--- config.mk ---
export PLATFORM = sky130hd
export DESIGN_NAME = mem_access_stage
export DESIGN_NICKNAME = d
export VERILOG_FILES = /design/src/rtl/mem_access_stage_pkg.sv /design/src/rtl/mem_access_stage_load_align.sv /design/src/rtl/mem_access_stage.sv
export SDC_FILE = /design/constraint.sdc
export NUM_CORES = 1
export LEC_CHECK = 0
export BUFFER_PORTS_ARGS = -buffer_cell sky130_fd_sc_hd__buf_2
export CAP_MARGIN = 30
export CORE_MARGIN = 1
export CORE_UTILIZATION = 47
export CTS_CLUSTER_SIZE = 8
export DETAILED_ROUTE_END_ITERATION = 8
export MAX_ROUTING_LAYER = met4
export PLACE_DENSITY = 0.87
export SYNTH_ARGS = -nofsm -noshare
export SYNTH_HDL_FRONTEND = slang
export SYNTH_SLANG_ARGS = --single-unit
--- constraint.sdc ---
create_clock -name clock -period 2 [get_ports clock]
set_clock_uncertainty 0.05 [all_clocks]
set_input_delay 0.6 -clock clock [delete_from_list [all_inputs] [get_ports clock]]
set_output_delay 0.6 -clock clock [all_outputs]
set_load 0.02 [all_outputs]
--- src/rtl/mem_access_stage_pkg.sv ---
// Shared definitions for the memory-access stage: size codes, FSM encodings,
// MMIO base default and byte-lane helpers.
package mem_access_stage_pkg;

  localparam logic [1:0] SZ_B   = 2'b00;
  localparam logic [1:0] SZ_H   = 2'b01;
  localparam logic [1:0] SZ_W   = 2'b10;
  localparam logic [1:0] SZ_RSV = 2'b11;

  localparam logic [1:0] ST_IDLE  = 2'd0;
  localparam logic [1:0] ST_CHECK = 2'd1;
  localparam logic [1:0] ST_WAIT  = 2'd2;
  localparam logic [1:0] ST_DONE  = 2'd3;

  localparam logic [31:0] IO_BASE_DEFAULT = 32'hFFFF_FC00;

  function automatic logic is_misaligned(input logic [1:0] size, input logic [1:0] offset);
    return ((size == SZ_H) && offset[0]) || ((size == SZ_W) && (offset != 2'b00));
  endfunction

  // Little-endian lane enables for an aligned access of the given size.
  function automatic logic [3:0] byte_enables(input logic [1:0] size, input logic [1:0] offset);
    case (size)
      SZ_B:    return 4'b0001 << offset;
      SZ_H:    return offset[1] ? 4'b1100 : 4'b0011;
      default: return 4'b1111;
    endcase
  endfunction

  function automatic logic [31:0] lane_data(input logic [1:0] size, input logic [31:0] wdata);
    case (size)
      SZ_B:    return {4{wdata[7:0]}};
      SZ_H:    return {2{wdata[15:0]}};
      default: return wdata;
    endcase
  endfunction

endpackage

--- src/rtl/mem_access_stage_load_align.sv ---
// Combinational load extractor: selects the addressed byte/half of a memory
// word and sign- or zero-extends it to 32 bits.
module load_align
  import mem_access_stage_pkg::*;
(
  input  logic [31:0] word,
  input  logic [1:0]  offset,
  input  logic [1:0]  size,
  input  logic        ld_unsigned,
  output logic [31:0] result
);

  logic [7:0]  byte_sel;
  logic [15:0] half_sel;

  always_comb begin
    // NOTE: every output gets a default first so no path through the case infers a latch.
    byte_sel = word[{offset, 3'b000} +: 8];
    half_sel = word[{offset[1], 4'b0000} +: 16];
    result   = word;
    case (size)
      SZ_B:    result = {{24{~ld_unsigned & byte_sel[7]}}, byte_sel};
      SZ_H:    result = {{16{~ld_unsigned & half_sel[15]}}, half_sel};
      default: result = word;
    endcase
  end

endmodule

--- src/rtl/mem_access_stage.sv ---
// Memory-access stage: req/ack transaction to data memory with alignment checks,
// timeout abort and load extraction. Define MMIO_EN to route addr >= IO_BASE to io_*.
module mem_access_stage
  import mem_access_stage_pkg::*;
#(
  parameter int TIMEOUT_CYC = 16
`ifdef MMIO_EN
  ,
  parameter logic [31:0] IO_BASE = IO_BASE_DEFAULT
`endif
) (
  input  logic        clock,
  input  logic        reset,
  input  logic        valid_in,
  input  logic        mem_read,
  input  logic        mem_write,
  input  logic [1:0]  size,
  input  logic        ld_unsigned,
  input  logic [31:0] addr,
  input  logic [31:0] wdata,
  output logic        busy,
  output logic        done,
  output logic [31:0] rdata,
  output logic        err,
  output logic        dmem_req,
  output logic        dmem_we,
  output logic [31:0] dmem_addr,
  output logic [3:0]  dmem_be,
  output logic [31:0] dmem_wdata,
  input  logic        dmem_ack,
  input  logic [31:0] dmem_rdata
`ifdef MMIO_EN
  ,
  output logic        io_req,
  output logic        io_we,
  output logic [31:0] io_addr,
  output logic [3:0]  io_be,
  output logic [31:0] io_wdata,
  input  logic        io_ack,
  input  logic [31:0] io_rdata
`endif
);

  localparam int CNT_W = (TIMEOUT_CYC > 2) ? $clog2(TIMEOUT_CYC) : 1;

  logic [1:0]       state;
  logic [31:0]      addr_q;
  logic [31:0]      wdata_q;
  logic [1:0]       size_q;
  logic             uns_q;
  logic             is_store_q;
  logic             rw_both_q;
  logic [CNT_W-1:0] wait_cnt;
  logic             req_q;
  logic             we_q;
  logic [31:0]      bus_addr_q;
  logic [3:0]       be_q;
  logic [31:0]      lanes_q;
  logic [31:0]      rdata_q;
  logic             err_q;
  logic             ack;
  logic [31:0]      rd_word;
  logic [31:0]      aligned;
  logic             bad_access;

  assign bad_access = rw_both_q || (size_q == SZ_RSV) || is_misaligned(size_q, addr_q[1:0]);

`ifdef MMIO_EN
  logic io_sel_q;

  assign ack        = io_sel_q ? io_ack : dmem_ack;
  assign rd_word    = io_sel_q ? io_rdata : dmem_rdata;
  assign dmem_req   = req_q & ~io_sel_q;
  assign dmem_we    = we_q & ~io_sel_q;
  assign io_req     = req_q & io_sel_q;
  assign io_we      = we_q & io_sel_q;
  assign io_addr    = bus_addr_q;
  assign io_be      = be_q;
  assign io_wdata   = lanes_q;

  always_ff @(posedge clock) begin
    if (reset)
      io_sel_q <= 1'b0;
    else if (state == ST_CHECK)
      io_sel_q <= (addr_q >= IO_BASE);
  end
`else
  assign ack        = dmem_ack;
  assign rd_word    = dmem_rdata;
  assign dmem_req   = req_q;
  assign dmem_we    = we_q;
`endif

  assign dmem_addr  = bus_addr_q;
  assign dmem_be    = be_q;
  assign dmem_wdata = lanes_q;
  assign busy       = (state == ST_CHECK) || (state == ST_WAIT);
  assign done       = (state == ST_DONE);
  assign rdata      = rdata_q;
  assign err        = err_q;

  load_align u_load_align (
    .word        (rd_word),
    .offset      (addr_q[1:0]),
    .size        (size_q),
    .ld_unsigned (uns_q),
    .result      (aligned)
  );

  always_ff @(posedge clock) begin
    // NOTE: non-blocking assignments so every register samples pre-edge values.
    if (reset) begin
      state      <= ST_IDLE;
      addr_q     <= '0;
      wdata_q    <= '0;
      size_q     <= SZ_B;
      uns_q      <= 1'b0;
      is_store_q <= 1'b0;
      rw_both_q  <= 1'b0;
      wait_cnt   <= '0;
      req_q      <= 1'b0;
      we_q       <= 1'b0;
      bus_addr_q <= '0;
      be_q       <= '0;
      lanes_q    <= '0;
      rdata_q    <= '0;
      err_q      <= 1'b0;
    end else begin
      case (state)
        ST_IDLE: begin
          if (valid_in && (mem_read || mem_write)) begin
            addr_q     <= addr;
            wdata_q    <= wdata;
            size_q     <= size;
            uns_q      <= ld_unsigned;
            is_store_q <= mem_write & ~mem_read;
            rw_both_q  <= mem_read & mem_write;
            state      <= ST_CHECK;
          end
        end
        ST_CHECK: begin
          if (bad_access) begin
            err_q   <= 1'b1;
            rdata_q <= '0;
            state   <= ST_DONE;
          end else begin
            req_q      <= 1'b1;
            we_q       <= is_store_q;
            bus_addr_q <= {addr_q[31:2], 2'b00};
            be_q       <= byte_enables(size_q, addr_q[1:0]);
            lanes_q    <= lane_data(size_q, wdata_q);
            wait_cnt   <= '0;
            err_q      <= 1'b0;
            state      <= ST_WAIT;
          end
        end
        ST_WAIT: begin
          if (ack) begin
            req_q   <= 1'b0;
            we_q    <= 1'b0;
            rdata_q <= is_store_q ? 32'h0 : aligned;
            err_q   <= 1'b0;
            state   <= ST_DONE;
          end else if (wait_cnt == CNT_W'(TIMEOUT_CYC - 1)) begin
            // Abort: the request has been held for TIMEOUT_CYC cycles with no ack.
            req_q   <= 1'b0;
            we_q    <= 1'b0;
            rdata_q <= '0;
            err_q   <= 1'b1;
            state   <= ST_DONE;
          end else begin
            wait_cnt <= wait_cnt + CNT_W'(1);
          end
        end
        ST_DONE: state <= ST_IDLE;
        default: state <= ST_IDLE;
      endcase
    end
  end

endmodule

==> impl_metrics.env <==
export IMPL_run_status="finished with violations"
export IMPL_violations="negative setup slack"
export IMPL_layout_min_cycle_time_ns=2.02
export IMPL_cp_cell_sequence="inv_2 > ha_1 > nand2_1 > a2111oi_0 > o221ai_1 > mux2i_1"
export IMPL_hold_path_class="input pin to register"
export IMPL_critical_path_top_delay_family="compound AO/OA/AOI/OAI gates"
export IMPL_grt_most_used_layer="met2"
export IMPL_power_frac_seq_pct=36.0
export IMPL_p_sw_share_pct=35.5
export IMPL_critPathMaxFanout=6
export IMPL_crit_arrival_ns=2.30
export IMPL_fmax_mhz=494
export IMPL_setup_viol=1
export IMPL_root_buffer="clkbuf_16"
export IMPL_clock_latency_ns=0.42
export IMPL_drive_above_1_share_pct=27.9
export IMPL_ys_warn_count=0
export IMPL_clock_sinks=176
export IMPL_netlist_cell_type_count=52
export IMPL_postSynthAreaPerCell_um2=8.32
export IMPL_cap_violations=0
export IMPL_cp_num_buf_inv=1
export IMPL_place_congestion=0.929
export IMPL_synth_top_area_cell="dfxtp_1"
export IMPL_port_buffers=207
export IMPL_cts_buffers=17
export IMPL_rows=45
export IMPL_synth_top_area_share_pct=48.6
export IMPL_use_met3_pct=4.84
export IMPL_final_util_pct=61.3
export IMPL_drtAntennaViolNets=0
export IMPL_wl_per_cell_um=15.9
export IMPL_overflow=0
export IMPL_clockBufferDepth=2
export IMPL_report_final_slew_viol_count=0
export IMPL_total_leakage_power_uw=0.00380
export IMPL_grt_pass1_wl_mm=30.9
export IMPL_finalCritPeriodShare_pct=101
export IMPL_use_met1_pct=31.1
export IMPL_grt_max_degree=104
export IMPL_core_area_um2=15100
export IMPL_cpPeakStageDelay_ns=0.42
export IMPL_cts_tree="done"
export IMPL_fin_area_um2=9280
export IMPL_dr_pass1_iters=5
export IMPL_worstSetupStartpointType="register"
export IMPL_wl_mm=20.1
export IMPL_use_met2_pct=40.9
export IMPL_cp_required_ns=2.28
export IMPL_synth_async_reset_ratio_pct=0
export IMPL_p_sw_uw=4360
export IMPL_syn2layout_area_growth_pct=28.2
export IMPL_crit_path_end_kind="register"
export IMPL_vias=6832
export IMPL_die_w_um=126
export IMPL_setup_slack_ns=-0.0240
export IMPL_cpMaxStageDelayCell="a2111oi_0"
export IMPL_drtIter0Drc=499
export IMPL_dieArea_um2=15900
export IMPL_drcViolationCount=0
export IMPL_p_int_uw=7940
export IMPL_ios=210
export IMPL_initial_core_util_pct=47.8
export IMPL_synth_ff_type="dfxtp_1"
export IMPL_cts_htree_levels=4
export IMPL_synth_seq_cells=176
export IMPL_power_share_clock_pct=29.5
export IMPL_combPwrFrac_pct=34.4
export IMPL_antenna_found_initial=2
export IMPL_crit_type="register to register"
export IMPL_vdd_drop_max_mv=0.660
export IMPL_synth_edf_count=0
export IMPL_nNetsFinal=1173
export IMPL_fill_cells=1333
export IMPL_grt_pass1_vias=6184
export IMPL_place_area_um2=8580
export IMPL_ys_seq_area_share_pct=48.6
export IMPL_syn_area_um2=7240
export IMPL_syn_inst=871
export IMPL_path_clk_slew_ns=0.06
export IMPL_hold_violations=0
export IMPL_finalPower_uw=12300
export IMPL_die_h_um=126
export IMPL_viasPerCell=5.41
export IMPL_synth_area_leaders="dfxtp_1 (49%), nand2_1 (14%), a21oi_1 (9.1%)"
export IMPL_p_per_area_nw_per_um2=1330
export IMPL_detailed_place_hpwl_mm=13.3
export IMPL_track_usage_pct=25.4
-- metrics by stage --
step / instances / worst slack, ns / hold slack (ns) / TNS [ns]
after global routing: 1264 / -0.0684 / 0.357 / -0.0684
after global placement: 1229 / 0.0880 / 0.386 / 0
after floorplan: 872 / 0.142 / 0.382 / 0
final: 1264 / -0.0240 / 0.360 / -0.0240
after detailed placement: 1229 / 0.0530 / 0.393 / 0
after CTS: 1260 / 0.000933 / 0.349 / 0
-- cells in the mapped netlist (all sizes together), types with 2 or more instances --
master / n
inv: 6
o21bai: 2
a211oi: 11
nor2: 23
mux2i: 28
ha: 6
buf: 37
nand2b: 19
o21ai: 29
a31oi: 3
a22o: 14
nor3: 2
a32o: 17
o31ai: 4
a22oi: 2
clkbuf: 35
a21oi: 135
o211ai: 4
nor2b: 10
dfxtp: 176
nand3: 4
nand2: 264
mux2: 9
or4: 2
a311oi: 9
-- state kept, by name, summed over array words and instances (netlist names) --
signal / count
dmem_addr: 30
dmem_we: 1
wait_cnt: 4
dmem_req: 1
dmem_wdata: 32
state: 2
uns_q: 1
size_q: 2
is_store_q: 1
err: 1
addr_q: 32
rw_both_q: 1
dmem_be: 4
wdata_q: 32
rdata: 32
-- worst reg2reg max path, cell delays in order (launching register included) --
cell and delay (ns):
dfxtp_2 0.34, inv_2 0.11, ha_1 0.33, nand2_1 0.20
a2111oi_0 0.42, o221ai_1 0.25, mux2i_1 0.25
-- final cells by class --
type	instances	area (um^2)	area share [%]
Inverter	6	22.5	0.243
Antenna cell	2	5.00	0.0539
Timing Repair Buffer	243	1460	15.7
Tap cell	188	235	2.53
Clock buffer	21	460	4.96
Multi-Input combinational cell	618	3390	36.5
Clock inverter	10	181	1.95
Sequential cell	176	3530	38.0
-- kinds of logic after synthesis --
logic type      Yosys count  share of synthesized area (%)
other cells               1                         0.0518
flops                   176                           48.6
fa+ha+maj                 6                           1.04
mux                      38                           5.58
buf+inv                  78                           5.01
compound gates          241                           20.7
simple gates            331                           18.9
-- metal layers --
layer / wire (um) / up-vias
li1: - / 3364
met1: 8700 / 3202
met4: 455 / 0
met3: 1020 / 32
met5: 0 / -
met2: 9890 / 234
-- cells in the final DEF (no fill, tap or decap), types with 5 or more instances in the layout --
master     netlist  routed
nand2_1        264     264
buf_4            9      26
a32o_1          17      17
dfxtp_1        176     173
nand2b_1        19      19
clkbuf_16        0      18
buf_12           0       9
ha_1             6       5
mux2_2           9       9
bufinv_16        0       5
a21oi_1        132     132
o21ai_0         27      27
a22o_1          14      14
buf_2           23     206
a211oi_1        11      11
nor2_1          23      23
nor2b_1         10      10
mux2i_1         28      28
a311oi_1         9       9
-- power groups by stage --
stage | logic, uW | clock network [uW] | registers (uW)
CTS | 4100 | 3670 | 4420
finish | 4240 | 3640 | 4430
global placement | 3970 | 0 | 4470
floorplan | 2320 | 0 | 4750
detailed placement | 4050 | 0 | 4490
global route | 4600 | 3820 | 4490
-- path summary, 6_finish.rpt --
| check | startpoint | to | slack, ns | cells after the start |
|---|---|---|---|---|
| max | state[0] | rdata[6] | -0.02 | 6 |
| min | addr[20] | addr_q[20] | 0.36 | 3 |
| max reg2reg | state[0] | rdata[6] | -0.02 | 6 |
| min reg2reg | addr_q[8] | dmem_addr[8] | 0.40 | 2 |
-- repair_timing --
item                                    4_1_cts  5_1_grt
endpoints found under the setup margin        1        6
buffers inserted                              0        1
gates resized for setup                       3        3
pin swaps                                     0        1
hold buffers                                  0        0
gates cloned                                  0        1
(Power assumes the default switching activity.)
